--- config.mk ---
export PLATFORM = sky130hd
export DESIGN_NAME = romix_job_loader
export DESIGN_NICKNAME = d
export VERILOG_FILES = /design/src/rtl/romix_pkg.sv /design/src/rtl/romix_job_loader.sv
export SDC_FILE = /design/constraint.sdc
export NUM_CORES = 2
export LEC_CHECK = 0
export BUFFER_PORTS_ARGS = -buffer_cell sky130_fd_sc_hd__buf_2
export CORE_AREA = 5 5 607 609
export DETAILED_ROUTE_END_ITERATION = 12
export DIE_AREA = 0 0 612 614
export GPL_ROUTABILITY_DRIVEN = 0
export PLACE_DENSITY = 0.45
export SLEW_MARGIN = 20
export SYNTH_ARGS = -nofsm -noshare
export SYNTH_HDL_FRONTEND = slang
export SYNTH_SLANG_ARGS = --single-unit
export TNS_END_PERCENT = 100
--- constraint.sdc ---
create_clock -name clk -period 2.1 [get_ports clk]
set_input_delay 0.42 -clock clk [delete_from_list [all_inputs] [get_ports clk]]
set_output_delay 0.42 -clock clk [all_outputs]
set_load 0.05 [all_outputs]
--- src/rtl/romix_pkg.sv ---
// -----------------------------------------------------------------------------
// romix_pkg
//   Shared constants for the ROMix front-end loader:
//     ROMIX_WORD_W / ROMIX_BLOCK_W / ROMIX_KEY_W : stream word, block B and
//       HMAC state widths
//     ROMIX_NWORDS / ROMIX_CNT_W                  : words per job and counter width
//     IXOR_BASE / OXOR_BASE / BLOCK_BASE          : word offset of each field
//                                                   inside a job
//     loader_state_t                              : loader FSM encoding
//     bswap32()                                   : byte reversal, big-endian
//                                                   SHA-256 word to
//                                                   little-endian Salsa20 word
// -----------------------------------------------------------------------------
package romix_pkg;

  localparam int ROMIX_WORD_W  = 32;
  localparam int ROMIX_BLOCK_W = 1024;
  localparam int ROMIX_KEY_W   = 256;
  localparam int ROMIX_NWORDS  = 2 * ROMIX_KEY_W / ROMIX_WORD_W + ROMIX_BLOCK_W / ROMIX_WORD_W;
  localparam int ROMIX_CNT_W   = $clog2(ROMIX_NWORDS);

  localparam int IXOR_BASE  = 0;
  localparam int OXOR_BASE  = ROMIX_KEY_W / ROMIX_WORD_W;
  localparam int BLOCK_BASE = 2 * ROMIX_KEY_W / ROMIX_WORD_W;

  typedef enum logic [1:0] {
    ST_LOAD   = 2'd0,
    ST_FULL   = 2'd1,
    ST_RESYNC = 2'd2
  } loader_state_t;

  function automatic logic [31:0] bswap32(input logic [31:0] w);
    return {w[7:0], w[15:8], w[23:16], w[31:24]};
  endfunction

endpackage

--- src/rtl/romix_job_loader.sv ---
// -----------------------------------------------------------------------------
// romix_job_loader
//   Collects a 32-bit word stream from the PBKDF2-SHA256 front end into one
//   ROMix job (ixor w0..w7, oxor w0..w7, block B w0..w31) and presents it as a
//   single parallel word with a valid/ready handshake.
//
//   Build option: ROMIX_LOADER_BSWAP_EN -- when defined, every accepted word is
//   byte-reversed before storage (SHA-256 big-endian to Salsa20 little-endian).
//   Latency and control behaviour are identical either way.
//
// Ports
//   clk      in   rising-edge clock
//   reset_n  in   asynchronous active-low reset
//   s_data   in   stream word
//   s_valid  in   s_data valid
//   s_last   in   final word of a job
//   s_ready  out  loader accepts a word this cycle
//   m_valid  out  complete job held on m_*
//   m_ready  in   ROMix controller consumes the job
//   m_ixor   out  inner HMAC state
//   m_oxor   out  outer HMAC state
//   m_block  out  block B
//   err_len  out  one-cycle pulse on a job length error
//   busy     out  a job is partly loaded or waiting for hand-off
// -----------------------------------------------------------------------------
module romix_job_loader
  import romix_pkg::*;
#(
  parameter int WORD_W  = ROMIX_WORD_W,
  parameter int BLOCK_W = ROMIX_BLOCK_W,
  parameter int KEY_W   = ROMIX_KEY_W
) (
  input  logic               clk,
  input  logic               reset_n,
  input  logic [WORD_W-1:0]  s_data,
  input  logic               s_valid,
  input  logic               s_last,
  output logic               s_ready,
  output logic               m_valid,
  input  logic               m_ready,
  output logic [KEY_W-1:0]   m_ixor,
  output logic [KEY_W-1:0]   m_oxor,
  output logic [BLOCK_W-1:0] m_block,
  output logic               err_len,
  output logic               busy
);

  localparam int KWORDS   = KEY_W / WORD_W;
  localparam int BWORDS   = BLOCK_W / WORD_W;
  localparam int NWORDS   = 2 * KWORDS + BWORDS;
  localparam int CNT_W    = $clog2(NWORDS);
  localparam int OXOR_OFS = KWORDS;
  localparam int BLK_OFS  = 2 * KWORDS;
  localparam logic [CNT_W-1:0] LAST_IDX = CNT_W'(NWORDS - 1);

  loader_state_t     state;
  loader_state_t     state_nxt;
  logic [CNT_W-1:0]  cnt;
  logic [WORD_W-1:0] words [NWORDS];
  logic [WORD_W-1:0] wr_word;
  logic              accept;
  logic              at_last;

  assign accept  = s_valid & s_ready;
  assign at_last = (cnt == LAST_IDX);

  always_comb begin
`ifdef ROMIX_LOADER_BSWAP_EN
    wr_word = bswap32(s_data);
`else
    wr_word = s_data;
`endif
  end

  // State register
  always_ff @(posedge clk or negedge reset_n) begin
    if (!reset_n) state <= ST_LOAD;
    else          state <= state_nxt;
  end

  // Next-state logic
  always_comb begin
    state_nxt = state;
    case (state)
      ST_LOAD: begin
        // Reaching the 48th word decides: a proper end of job, or an
        // overlong job whose tail must be skipped up to its s_last.
        if (accept && at_last) state_nxt = s_last ? ST_FULL : ST_RESYNC;
      end
      ST_FULL: begin
        if (m_ready) state_nxt = ST_LOAD;
      end
      ST_RESYNC: begin
        if (accept && s_last) state_nxt = ST_LOAD;
      end
      default: state_nxt = ST_LOAD;
    endcase
  end

  // Output decode
  always_comb begin
    s_ready = 1'b1;
    m_valid = 1'b0;
    busy    = 1'b0;
    case (state)
      ST_LOAD:   busy = (cnt != '0);
      ST_FULL: begin
        s_ready = 1'b0;
        m_valid = 1'b1;
        busy    = 1'b1;
      end
      default: ;
    endcase
  end

  // Word counter and length-error pulse. A length error is s_last arriving
  // anywhere other than the final word slot, or the final slot without s_last.
  always_ff @(posedge clk or negedge reset_n) begin
    if (!reset_n) begin
      cnt     <= '0;
      err_len <= 1'b0;
    end else begin
      err_len <= (state == ST_LOAD) && accept && (s_last != at_last);
      if (state == ST_LOAD && accept) begin
        if (s_last || at_last) cnt <= '0;
        else                   cnt <= cnt + 1'b1;
      end else if (state == ST_FULL && m_ready) begin
        cnt <= '0;
      end
    end
  end

  // Word-indexed write decoder; registers are only overwritten, never cleared
  // between jobs, since every slot is rewritten before the next m_valid.
  always_ff @(posedge clk or negedge reset_n) begin
    if (!reset_n) begin
      for (int i = 0; i < NWORDS; i++) words[i] <= '0;
    end else if (state == ST_LOAD && accept) begin
      words[cnt] <= wr_word;
    end
  end

  for (genvar k = 0; k < KWORDS; k++) begin : g_key
    assign m_ixor[WORD_W*k +: WORD_W] = words[IXOR_BASE + k];
    assign m_oxor[WORD_W*k +: WORD_W] = words[OXOR_OFS + k];
  end

  for (genvar k = 0; k < BWORDS; k++) begin : g_blk
    assign m_block[WORD_W*k +: WORD_W] = words[BLK_OFS + k];
  end

endmodule

==> results.md <==
* Cell internal pwr at 0.05436 W
* XOR/XNOR Fraction of Synth Area at 0%
* Cell type contributing the most total cell area after synthesis: dfrtp_1
* Post-route DRC at 0
* Post-layout minimum cycle time at about 2.5 ns
* Die Y at 614 um
* Cell Count Post-Placement at 9839
* Max FO, Critical Path at 2
* Run status: complete, but fails checks
* HPWL after detailed placement at 208200 um
* Path class of the lowest-slack min-delay path: in -> reg
* Antenna Nets Post-Route at 0
* Global-route wire length before repair at 385800 um
* Part of the power in the clock network at 42.2%
* Number of antenna violations at the first check in global routing at 56
* Multiplexer area fraction after synthesis at 29.57%
* Vias in the first global route at 40990
* Aggregate global-route resource usage at 15.02%
* Floorplan row count at 221
* Seq/Total Area, Yosys at 66.01%
* DRT met1 WL at 121300 um
* Final-report max-slew violation count at 0
* Area added between synthesis and finish at 44.03%
* Largest net degree at the start of global routing at 87
* Synth Net Count at roughly 3600
* Vias per cell at ~3.8
* Routed length on met2 at 147600 um
* Post-layout instance count excluding filler cells at 10320
* Max Cap Violations at 0
* Cell types occupying the most area after synthesis: dfrtp_1 (66%), mux2_2 (26%), mux2_1 (3.1%), clkbuf_1 (1.1%), buf_2 (0.98%)
* Minimum setup slack after placement at -0.4001 ns
* Yosys Warn Count at 0
* First-pass iteration count of the detailed router at 5
* Root buffer cell: clkbuf_16
* Post-synthesis adder-cell area fraction at less than 1%
* Die Wd at 612 um
* Worst endpoint required time at 1.68 ns
* Initial Utilization at 16.19%
* Highest routed metal layer: met5
* Fraction of synthesized cell area taken by the top area cell type at around two thirds
* Maximum vdd ir drop at 0.8086 mV
* Ratio of cells with drive above 1 in the final layout at 68.60%
* Relative contribution of sequential cells to total power at 41.1%
* Complex-gate fraction of the synthesized area at less than 1%
* Insertion delay to the later sink of the worst-skew pair at 0.86 ns
* Summed negative setup slack over all endpoints at -248.27 ns
* Largest buffer count on any clock path at 4
* Yosys reg bits at between 1500 and 2000
* Power spent charging and discharging nets at 0.02420 W
* Mean area per synthesized cell at 16.63 um2
* Violated checks: negative setup slack
* Routed wire length at 300400 um
* Clock Sink Count at between 1500 and 2000
* Area of the core at 361700 um2
* Mapped Area at 58570 um2
* Total overflow reported by the global router at 0
* Post-route clock skew at roughly 0.055 ns
* IO Count at 1577
* DRC marker count from the first detailed-route iteration at 2323
* IO buf count at 1576
* FMAX at about 400 MHz
* Path type of the worst setup path: reg -> out
* Post-Synthesis Cells at 3521
* Final hold violation count at 0
* Power per standard cell area at about 930 nW/um2
* Routed wire length on met3 at around 22000 um
* Register clock-pin slew on the reported worst setup and hold paths at approximately 0.06 ns
* Static Leak at ~46 nW
* Sw frac at 30.80%
* Combinational power share at around 17%
* Worst setup margin at -0.3782 ns
* Synth unique cells at 36
* CP arrival at 2.06 ns
* Fin crit share at 118.0%
* Post-synth EDFFs at 0
* RSZ-0062 raised after global routing: yes
* Total via count in the routed design at 38990
* Worst-margin pin slew at 0.8971 ns
* Critical path launch point type: flip-flop
* Die Outline Area at 375800 um2
* Final setup vio count at 1507
* Category of the worst setup path capture point: primary output
* TritonCTS clock tree: built
* Dominant synthesized flop cell: dfrtp_1
* Combinational family with the most area after synthesis: multiplexers
* Detailed-route wire length per cell at 29.11 um
* Total number of H-tree levels at 4
* Async set-reset flop share out of synthesis at 100.0%
* Total clock buffers created by CTS at 184
* Fraction of the mapped netlist area in simple logic gates at under 10%
* Rel. slew slack at 40.20%
* Post-layout net count at 5393
-- cell usage after synthesis, types with 3 or more instances --
master    number
a211oi_1       3
and3b_1        3
and4_1         8
buf_2        115
buf_4         25
buf_6         22
clkbuf_1     165
clkbuf_2       4
dfrtp_1     1545
ha_1           3
inv_1          7
mux2_1       160
mux2_2      1376
nand2_1        5
nand3_1       18
nand3_2       18
nand3_4       10
nor2b_1        4
nor3b_4        3
o21ai_0        7
-- area by class of cell --
cell class	count	area [um2]
fillers	38150	277300
flip-flops and latches	1545	38670
multi-input cells	1636	19140
repair buffers	1979	14170
well taps	4794	5998
clock buffers	282	5535
clock inverters	44	721.9
diodes	31	77.57
inverters	7	38.79
-- cells by family after synthesis --
| logic type | Yosys count |
|---|---|
| AO/OA/AOI/OAI | 14 |
| adder cells (fa/ha/maj) | 3 |
| buffers and inverters | 340 |
| flip-flops | 1545 |
| multiplexers | 1538 |
| AND/OR/NAND/NOR | 81 |
-- state kept, by name (all words and copies together), names as in the netlist --
register,count
err_len,1
state,2
cnt,6
m_oxor,256
m_ixor,256
m_block,1024
-- power by group through the flow --
stage / registers (W) / logic, W / clock network, W
2_1_floorplan: 0.0386 / 0.00193 / 0
3_3_place_gp: 0.0328 / 0.0129 / 0
3_5_place_dp: 0.0328 / 0.0129 / 0
4_1_cts: 0.0323 / 0.0131 / 0.0342
5_1_grt: 0.0324 / 0.0136 / 0.0353
6_report: 0.0323 / 0.0131 / 0.0331
-- cell usage in the layout, fill, tap and decap left out, drive strengths merged --
cell type / netlist / layout
diode: 0 / 31
buf: 164 / 1955
nand2: 5 / 5
nor3b: 3 / 3
nand3: 46 / 46
and3: 2 / 2
inv: 7 / 12
and3b: 3 / 3
ha: 3 / 3
nor4b: 1 / 1
mux2i: 2 / 2
o211ai: 1 / 1
or4: 1 / 1
nor2b: 4 / 4
nor2: 2 / 2
nor4bb: 2 / 2
nand4bb: 1 / 1
a41oi: 2 / 2
nor3: 2 / 2
a21oi: 1 / 1
clkinv: 0 / 24
and4: 8 / 8
bufinv: 0 / 13
dfrtp: 1545 / 1545
nand4: 1 / 1
clkbuf: 169 / 292
clkinvlp: 0 / 2
o21ai: 7 / 7
bufbuf: 0 / 4
mux2: 1536 / 1536
dlygate4sd3: 0 / 10
a211oi: 3 / 3
-- repair_timing --
item	4_1_cts	5_1_grt
setup endpoints to repair	699	1540
setup buffers	65	18
cloned	27	13
pin swaps	13	4
hold buffers	10	0
gates resized for setup	188	145
hold endpoints to repair	482	0
-- metrics by stage --
stage	power [W]	instance area, um2	hold WS (ns)	utilization [%]
after floorplan	0.04049	58580	0.1244	-
after detailed placement	0.04575	74850	0.4556	20.69
after CTS	0.07960	83380	0.01132	23.05
final	0.07856	84350	0.1183	23.32
after global placement	0.04562	74850	0.4602	20.69
after global routing	0.08137	84300	0.03575	23.31
-- critical path, stage by stage (launching register included) --
cell	delay, ns
dfrtp_2	0.41
buf_6	0.12
buf_6	0.11
nor2_4	0.09
a41oi_4	0.15
buf_6	0.17
buf_12	0.15
-- worst paths after layout --
path                                 start  slack (ns)      endpoint  cells after the start
worst max-delay path                cnt[2]       -0.38          busy                      6
worst min-delay path            s_data[18]        0.12  m_block[722]                      2
worst max register to register    state[0]       -0.37    m_ixor[49]                     12
worst min register to register  m_ixor[32]        0.48    m_ixor[32]                      1
max in group asynchronous          reset_n        0.88   m_block[90]                      4
min in group asynchronous          reset_n        0.21    m_oxor[12]                      2
-- metal layers --
layer | GRT usage (%) | vias up
li1 | - | 16080
met1 | 18.33 | 20940
met2 | 25.90 | 1564
met3 | 3.921 | 399
met4 | 4.510 | 4
met5 | 0 | -
Note: power is estimated with default switching activity, not from simulation.
